==> src/rtl/biquad8_pkg.sv <==
// Shared definitions for the biquad8 coefficient loader.
// Holds the target's register addresses, bus/data widths and the loader state enum.
package biquad8_pkg;

  localparam int unsigned BQ_ADR_W   = 7;
  localparam int unsigned BQ_DAT_W   = 32;
  localparam int unsigned BQ_SEL_W   = 4;
  localparam int unsigned BQ_COEFF_W = 18;
  localparam int unsigned BQ_TMO_W   = 10;

  // Coefficient target register map
  localparam logic [BQ_ADR_W-1:0] BQ_ADR_UPDATE    = 7'h00;
  localparam logic [BQ_ADR_W-1:0] BQ_ADR_ZFIR      = 7'h04;
  localparam logic [BQ_ADR_W-1:0] BQ_ADR_POLE_BASE = 7'h10;

  typedef enum logic [2:0] {
    ST_IDLE   = 3'd0,
    ST_FETCH  = 3'd1,
    ST_WRITE  = 3'd2,
    ST_UPDATE = 3'd3,
    ST_DONE   = 3'd4
  } bq_load_state_t;

endpackage

==> src/rtl/biquad8_coeff_loader.sv <==
// WISHBONE initiator that drains an 18-bit coefficient stream into a biquad8
// coefficient target: NZERO writes to 0x04, NPOLE writes each to 0x10/0x14/0x18/0x1C,
// then an optional update write (dat 1) to 0x00.
//
// Ports:
//   wb_clk_i, wb_rst_i          clock, async active-high reset
//   start_i, update_i           start pulse; update_i sampled at start
//   s_coeff_tdata/tvalid/tready coefficient stream (ready only while fetching)
//   wb_cyc_o/stb_o/we_o         WISHBONE control (write-only initiator)
//   wb_adr_o/dat_o/sel_o        write address, data and byte select
//   wb_ack_i/err_i/rty_i        target responses; wb_dat_i is unused
//   busy_o, done_o, err_o       status: in progress, completion pulse, sticky abort
module biquad8_coeff_loader
  import biquad8_pkg::*;
#(
  parameter int unsigned NZERO   = 2,
  parameter int unsigned NPOLE   = 4,
  parameter int unsigned TIMEOUT = 1023
) (
  input  logic        wb_clk_i,
  input  logic        wb_rst_i,
  input  logic        start_i,
  input  logic        update_i,
  input  logic [17:0] s_coeff_tdata,
  input  logic        s_coeff_tvalid,
  output logic        s_coeff_tready,
  output logic        wb_cyc_o,
  output logic        wb_stb_o,
  output logic        wb_we_o,
  output logic [6:0]  wb_adr_o,
  output logic [31:0] wb_dat_o,
  output logic [3:0]  wb_sel_o,
  input  logic        wb_ack_i,
  input  logic        wb_err_i,
  input  logic        wb_rty_i,
  input  logic [31:0] wb_dat_i,
  output logic        busy_o,
  output logic        done_o,
  output logic        err_o
);

  localparam int unsigned ZW = ($clog2(NZERO + 1) < 1) ? 1 : $clog2(NZERO + 1);
  localparam int unsigned BW = (NPOLE < 2) ? 1 : $clog2(NPOLE);

  localparam logic [ZW-1:0]       Z_END    = ZW'(NZERO);
  localparam logic [BW-1:0]       B_LAST   = BW'(NPOLE - 1);
  localparam logic [BQ_TMO_W-1:0] TMO_LAST = BQ_TMO_W'(TIMEOUT - 1);

  bq_load_state_t state_q, state_d;

  logic [ZW-1:0]         zidx_q, zidx_d;
  logic [1:0]            pole_q, pole_d;
  logic [BW-1:0]         beat_q, beat_d;
  logic [BQ_TMO_W-1:0]   tmo_q, tmo_d;
  logic                  upd_q, upd_d;
  logic [BQ_COEFF_W-1:0] coeff_q, coeff_d;

  logic                  cyc_q, cyc_d;
  logic                  stb_q, stb_d;
  logic [BQ_ADR_W-1:0]   adr_q, adr_d;
  logic [BQ_DAT_W-1:0]   dat_q, dat_d;
  logic [BQ_SEL_W-1:0]   sel_q, sel_d;
  logic                  tready_q, tready_d;
  logic                  busy_q, busy_d;
  logic                  done_q, done_d;
  logic                  err_q, err_d;

  logic hs;
  logic err_hit, ack_hit, rty_hit, tmo_hit;
  logic last_wr;
  logic rty_drop;
  logic unused_dat;

  assign unused_dat = ^wb_dat_i;

  // Responses only count while the strobe is actually out; priority err > ack > rty
  assign hs      = (state_q == ST_FETCH) & tready_q & s_coeff_tvalid;
  assign err_hit = stb_q & wb_err_i;
  assign ack_hit = stb_q & wb_ack_i & ~wb_err_i;
  assign rty_hit = stb_q & wb_rty_i & ~wb_ack_i & ~wb_err_i;
  assign tmo_hit = (tmo_q == TMO_LAST);
  assign last_wr = (zidx_q == Z_END) & (pole_q == 2'd3) & (beat_q == B_LAST);

  // State register
  always_ff @(posedge wb_clk_i or posedge wb_rst_i) begin
    if (wb_rst_i) begin
      state_q <= ST_IDLE;
    end else begin
      state_q <= state_d;
    end
  end

  // Next state, sequence counters and next values of the registered outputs
  always_comb begin
    state_d  = state_q;
    zidx_d   = zidx_q;
    pole_d   = pole_q;
    beat_d   = beat_q;
    tmo_d    = tmo_q;
    upd_d    = upd_q;
    coeff_d  = coeff_q;
    err_d    = err_q;
    rty_drop = 1'b0;
    adr_d    = '0;
    dat_d    = '0;

    case (state_q)
      ST_IDLE: begin
        if (start_i) begin
          zidx_d  = '0;
          pole_d  = '0;
          beat_d  = '0;
          upd_d   = update_i;
          err_d   = 1'b0;
          state_d = ST_FETCH;
        end
      end
      ST_FETCH: begin
        if (hs) begin
          coeff_d = s_coeff_tdata;
          tmo_d   = '0;
          state_d = ST_WRITE;
        end
      end
      ST_WRITE, ST_UPDATE: begin
        // Counter runs across retries and saturates at the abort point
        if (!tmo_hit) begin
          tmo_d = tmo_q + 1'b1;
        end
        if (err_hit) begin
          err_d   = 1'b1;
          state_d = ST_IDLE;
        end else if (ack_hit) begin
          tmo_d = '0;
          if (state_q == ST_UPDATE) begin
            state_d = ST_DONE;
          end else begin
            if (zidx_q != Z_END) begin
              zidx_d = zidx_q + 1'b1;
            end else if (beat_q == B_LAST) begin
              beat_d = '0;
              pole_d = pole_q + 2'd1;
            end else begin
              beat_d = beat_q + 1'b1;
            end
            if (last_wr) begin
              state_d = upd_q ? ST_UPDATE : ST_DONE;
            end else begin
              state_d = ST_FETCH;
            end
          end
        end else if (rty_hit) begin
          rty_drop = 1'b1;
        end else if (tmo_hit) begin
          err_d   = 1'b1;
          state_d = ST_IDLE;
        end
      end
      ST_DONE: begin
        state_d = ST_IDLE;
      end
      default: begin
        state_d = ST_IDLE;
      end
    endcase

    // Outputs are registered, so they are decoded from the state being entered
    cyc_d = (state_d == ST_WRITE) || (state_d == ST_UPDATE);
    stb_d = cyc_d & ~rty_drop;
    sel_d = cyc_d ? 4'hF : 4'h0;
    if (state_d == ST_WRITE) begin
      adr_d = (zidx_d != Z_END) ? BQ_ADR_ZFIR
                                : BQ_ADR_POLE_BASE + {3'b000, pole_d, 2'b00};
      dat_d = BQ_DAT_W'(coeff_d);
    end else if (state_d == ST_UPDATE) begin
      adr_d = BQ_ADR_UPDATE;
      dat_d = BQ_DAT_W'(1);
    end
    tready_d = (state_d == ST_FETCH);
    busy_d   = (state_d != ST_IDLE);
    done_d   = (state_d == ST_DONE);
  end

  // Datapath and output registers
  always_ff @(posedge wb_clk_i or posedge wb_rst_i) begin
    if (wb_rst_i) begin
      zidx_q   <= '0;
      pole_q   <= '0;
      beat_q   <= '0;
      tmo_q    <= '0;
      upd_q    <= 1'b0;
      coeff_q  <= '0;
      cyc_q    <= 1'b0;
      stb_q    <= 1'b0;
      adr_q    <= '0;
      dat_q    <= '0;
      sel_q    <= '0;
      tready_q <= 1'b0;
      busy_q   <= 1'b0;
      done_q   <= 1'b0;
      err_q    <= 1'b0;
    end else begin
      zidx_q   <= zidx_d;
      pole_q   <= pole_d;
      beat_q   <= beat_d;
      tmo_q    <= tmo_d;
      upd_q    <= upd_d;
      coeff_q  <= coeff_d;
      cyc_q    <= cyc_d;
      stb_q    <= stb_d;
      adr_q    <= adr_d;
      dat_q    <= dat_d;
      sel_q    <= sel_d;
      tready_q <= tready_d;
      busy_q   <= busy_d;
      done_q   <= done_d;
      err_q    <= err_d;
    end
  end

  assign s_coeff_tready = tready_q;
  assign wb_cyc_o       = cyc_q;
  assign wb_stb_o       = stb_q;
  assign wb_we_o        = cyc_q;
  assign wb_adr_o       = adr_q;
  assign wb_dat_o       = dat_q;
  assign wb_sel_o       = sel_q;
  assign busy_o         = busy_q;
  assign done_o         = done_q;
  assign err_o          = err_q;

endmodule
==> config.mk <==
export PLATFORM = sky130hd
export DESIGN_NAME = biquad8_coeff_loader
export DESIGN_NICKNAME = d
export VERILOG_FILES = /design/src/rtl/biquad8_pkg.sv /design/src/rtl/biquad8_coeff_loader.sv
export SDC_FILE = /design/constraint.sdc
export NUM_CORES = 1
export LEC_CHECK = 0
export ABC_AREA = 1
export CORE_AREA = 3 3 64 111
export CTS_BUF_LIST = sky130_fd_sc_hd__clkbuf_4 sky130_fd_sc_hd__clkbuf_8
export DETAILED_ROUTE_END_ITERATION = 10
export DIE_AREA = 0 0 67 114
export GPL_ROUTABILITY_DRIVEN = 1
export GPL_TIMING_DRIVEN = 0
export HOLD_SLACK_MARGIN = 0.06
export PLACE_DENSITY = 0.94
export SLEW_MARGIN = 30
export SYNTH_ARGS = -nofsm -noshare
export SYNTH_HDL_FRONTEND = slang
export SYNTH_SLANG_ARGS = --single-unit
==> constraint.sdc <==
create_clock -name wb_clk_i -period 4.5 [get_ports wb_clk_i]
set_input_delay 0.675 -clock wb_clk_i [delete_from_list [all_inputs] [get_ports wb_clk_i]]
set_output_delay 0.675 -clock wb_clk_i [all_outputs]
set_load 0.02 [all_outputs]
==> flow_metrics.tcl <==
set metrics [dict create \
    slowest_stage "clkdlybuf4s50_1" \
    drc 0 \
    busiest_layer "met2" \
    final_max_slew_viol_count 0 \
    drive_gt1_share_pct 23.1 \
    gp_congestion 0.866 \
    avgSynthCellArea_um2 9.00 \
    die_h_um 114 \
    gr-usage-met2_pct 32.9 \
    num_antenna_cells 0 \
    cts_buffers 9 \
    switchingPower_uw 803 \
    grt_max_degree 44 \
    detail_route.vias_per_cell 4.75 \
    path_max_fanout 6 \
    post-route-period-util_pct 48.3 \
    skew_ns 0.00328 \
    p_total_uw 2240 \
    synthTopCellsByArea "dfrtp_1 (52%), nand2_1 (6.6%), buf_4 (5.8%), inv_1 (5.7%), o21ai_0 (4.8%)" \
    netlist_area_um2 3120 \
    p_per_area_nw_per_um2 549 \
    clk-insertion-delay-late_ns 0.35 \
    wl_um 6730 \
    netlist.area_leader.share_pct 52.2 \
    hold_viol 0 \
    ys_seq_area_share_pct 52.2 \
    die_w_um 67 \
    critical_path_buf_inv_count 2 \
    cts_resized 0 \
    synth_cell_type_count 28 \
    vias 2454 \
    cp.arrival_ns 1.50 \
    htreeDepth 3 \
    grt_pass1_vias 2388 \
    portBuffers 57 \
    syn-instance-count 346 \
    antenna_found_initial 0 \
    layout.nets 496 \
    initial_core_util_pct 49.6 \
    wl_per_cell_um 13.0 \
    vdd_ir_drop_max_mv 0.284 \
    grt_pass1_wl_um 10800 \
    hold_path_class "reg -> reg" \
    p_seq_share_pct 37.9 \
    cts_tree "yes" \
    path_cells "buf_4 > clkdlybuf4s50_1" \
    path_clk_slew_ns 0.07 \
    setup_tns_ns 0 \
    core-area_um2 6280 \
    cts_buffer_depth 2 \
    p_int_uw 1440 \
    dp_hpwl_um 4960 \
    startpoint_type "flop" \
    max_stage_delay_ns 0.60 \
    setup_viol 0 \
    clk_root_buffer_cell "clkbuf_8" \
    drt_iter0_drc 152 \
    crit_family "buffers and inverters" \
    post-cts-setup-buffers 0 \
    min_period_ns 2.17 \
    status "finished clean" \
    num_rows 38 \
    crit_path_end_kind "output port" \
    critPathKind "reg -> out" \
    met1_usage_pct 20.5 \
    drt_first_pass_iters 4 \
    power_frac_clock_pct 23.4 \
    netSwitchingFraction_pct 35.8 \
    io_pins 108 \
    final_antenna_net_count 0 \
    grt.total_usage_pct 19.1 \
    synth-seq-cells 65 \
    cts_sinks 65 \
    cts_hold_buf 0 \
    synth_top_cell_by_area "dfrtp_1" \
    grt_overflow 0 \
    required_ns 3.83 \
    power_leakage_uw 0.00201 \
    syn_to_final_growth_pct 31.2 \
    clock.fmax_mhz 460 \
    rsz0062_at_grt "false" \
    power.share.combinational_pct 38.8 \
    dieArea_um2 7640 \
    max-cap-violations 0 \
    ys_warn_count 0 \
    use_met3_pct 4.14 \
]
[sequential cells by signal (all words and copies together) (netlist names)]
signal          flops
beat_q              2
busy_o              1
coeff_q            18
done_o              1
err_o               1
pole_q              2
s_coeff_tready      1
state_q             3
tmo_q              10
upd_q               1
wb_adr_o            3
wb_dat_o           18
wb_sel_o            1
wb_stb_o            1
zidx_q              2
[cell type report]
type | instances | area, um^2
fillers | 503 | 2190
clock inverters | 2 | 35.0
multi-input cells | 218 | 1150
flip-flops and latches | 65 | 1630
inverters | 52 | 198
well taps | 80 | 100
clock buffers | 14 | 180
repair buffers | 58 | 591
plain buffers | 28 | 210
[power by group through the flow]
stage / sequential, uW / clock, uW / combinational (uW)
after floorplan: 910 / 0 / 525
after global placement: 851 / 0 / 831
after detailed placement: 858 / 0 / 865
after CTS: 849 / 536 / 872
after global routing: 868 / 560 / 961
final: 850 / 524 / 870
[through the flow]
stage          utilization, %  hold WS (ns)  cell area (um^2)  setup slack [ns]  instances
2_1_floorplan               -         0.479              3180              2.20        363
3_3_place_gp             61.3         0.482              3850              1.20        500
3_5_place_dp             61.7         0.483              3870              2.02        501
4_1_cts                  65.1         0.499              4090              2.30        517
5_1_grt                  65.1         0.548              4090              2.24        517
6_report                 65.1         0.496              4090              2.33        517
[path summary, 6_finish.rpt]
kind | end | start | slack [ns] | depth (start not counted)
worst max register to register | wb_dat_o[0] | state_q[2] | 2.62 | 9
worst min-delay path | err_o | err_o | 0.50 | 2
worst min register to register | err_o | err_o | 0.50 | 2
worst max-delay path | wb_sel_o[3] | wb_sel_o[2] | 2.33 | 2
min in group asynchronous | wb_adr_o[3] | wb_rst_i | 0.66 | 2
max in group asynchronous | wb_dat_o[5] | wb_rst_i | 3.32 | 3
[cell families (layout without fill, tap and decap cells)]
group | after synthesis | in the layout | synth area share (%)
mux | 1 | 1 | 0.361
compound gates | 43 | 43 | 7.59
buf+inv | 80 | 154 | 13.0
fa+ha+maj | 6 | 6 | 2.41
other cells | 1 | 18 | 0.120
flops | 65 | 65 | 52.2
xor+xnor | 2 | 2 | 0.562
simple gates | 148 | 148 | 23.7
[synthesized netlist by cell type, drive strengths merged]
cell type and count:
dfrtp 65, nand2 61, inv 52, nor2 44, o21ai 31, buf 26, nand3 19, or2 18
a21oi 7, ha 6, clkbuf 2, nand3b 2, nand4 2, nor3 2, o21a 2, o22ai 2
xor2 2, conb 1, mux2 1, o31ai 1
[tightest hold or removal path, stage by stage, from the launching register on]
cell,delay (ns)
dfrtp_1,0.35
nand2_1,0.05
o21ai_0,0.06
[placed cells by master, fill, tap and decap left out, drive strengths merged]
| master | netlist | layout |
|---|---|---|
| a21oi | 7 | 7 |
| buf | 26 | 27 |
| bufinv | 0 | 1 |
| clkbuf | 2 | 16 |
| clkdlybuf4s50 | 0 | 57 |
| clkinv | 0 | 1 |
| conb | 1 | 18 |
| dfrtp | 65 | 65 |
| ha | 6 | 6 |
| inv | 52 | 52 |
| mux2 | 1 | 1 |
| nand2 | 61 | 61 |
| nand3 | 19 | 19 |
| nand3b | 2 | 2 |
| nand4 | 2 | 2 |
| nor2 | 44 | 44 |
| nor3 | 2 | 2 |
| o21a | 2 | 2 |
| o21ai | 31 | 31 |
| o22ai | 2 | 2 |
| o31ai | 1 | 1 |
| or2 | 18 | 18 |
| xor2 | 2 | 2 |
[per-layer routing]
| metal | up-vias | part of all wire [%] |
|---|---|---|
| met5 | - | 0 |
| met3 | 17 | 5.6 |
| met4 | 0 | 3.0 |
| met1 | 1140 | 37 |
| met2 | 90 | 55 |
| li1 | 1207 | - |
Note: power is estimated with default switching activity, not from simulation.
==> RTL edit: new RTL, same flow settings <==
Set the parameter `NPOLE` to 16 (it was 4).
--- a/src/rtl/biquad8_coeff_loader.sv
+++ b/src/rtl/biquad8_coeff_loader.sv
@@ -15,5 +15,5 @@
 #(
   parameter int unsigned NZERO   = 2,
-  parameter int unsigned NPOLE   = 4,
+  parameter int unsigned NPOLE   = 16,
   parameter int unsigned TIMEOUT = 1023
 ) (
Function: no difference found for any inputs over 10 cycles, from zero or initial values and one cycle with wb_rst_i high; that may be too few to reach the edited logic, so the function may still have changed.
==> RTL edit against the original RTL <==
  * Count of clock-buffer cells in the layout fell by 2
  * Worst setup slack improved by 0.016 ns
  * Area after synthesis rose by 3.5%
  * Sequential cell count rose by 2
  * Routed wire length rose by 3.3%
  * Total power fell by 2.2%
  * Global-route usage rose by 1.6 points
  * Cell area rose by 2.0%
==> RTL edit: results <==
placed_design:
  post-place-ws_ns: 2.16
  post-dp-hpwl_um: 5220
  place_area_sq_um: 3990
  gp_congestion: 0.938
critical_path:
  crit_arrival_ns: 1.48
  worst_r2r_startpoint: "tmo_q[0]$_DFFE_PP0P_"
  endpoint: "wb_sel_o[1]"
yosys:
  synthMuxAreaShare_pct: 0.310
  synthAdderAreaFrac_pct: 2.33
  synth_compound_area_share_pct: 7.91
  ys_top_cells_by_count: "dfrtp_1 (67), inv_1 (53), nand2_1 (53)"
  yosysSeqAreaShare_pct: 52.0
  synth_area_per_cell_sq_um: 9.04
pwr:
  p_leak_nw: 2.02
  clkPwrFrac_pct: 20.8
  comb_power_w: 0.000891
timing:
  clock_skew_ns: 0.00842
  fin_hold_ws_ns: 0.520
cells_and_area:
  finalNonFillerCells: 528
  num-fill-cells: 538
  multiInputGateArea_sq_um: 1190
min_path:
  hold_path_depth: 1
run_status:
  status: "completed"
grt:
  grt_pass1_wl_um: 12000
  grt_usage_pct: 20.7
drt:
  drt-pass1-iter-count: 5
  routed_wl_um: 6950
-- RTL edit: changes by cell type in the layout (fill, tap and decap cells not counted), moves of 3 or more --
cell,before,now
inv_1,46,52
nand3_1,19,24
nor2_1,20,23
nor2_4,4,1
nor3_1,2,5
o21ai_0,30,27
-- RTL edit: critical path, cell delays in order (launching register included) --
cell and delay (ns):
dfrtp_1 0.42, buf_4 0.13, clkdlybuf4s50_1 0.59
-- RTL edit: per-layer routing --
metal | wire (um) | share of wire (%) | vias up | track usage [%]
met1 | 2540 | 36 | 1222 | 22.9
met4 | 191 | 2.7 | 0 | 11.7
li1 | - | - | 1241 | -
met5 | 0 | 0 | - | 0
met3 | 410 | 5.9 | 16 | 4.04
met2 | 3810 | 55 | 99 | 35.9
-- RTL edit: cell type report --
class,instances,area share (%)
inverters,57,5.19
clock buffers,12,3.66
multi-input cells,222,28.5
repair buffers,58,14.3
plain buffers,28,5.04
well taps,80,2.40
flip-flops and latches,67,40.2
clock inverters,4,0.630
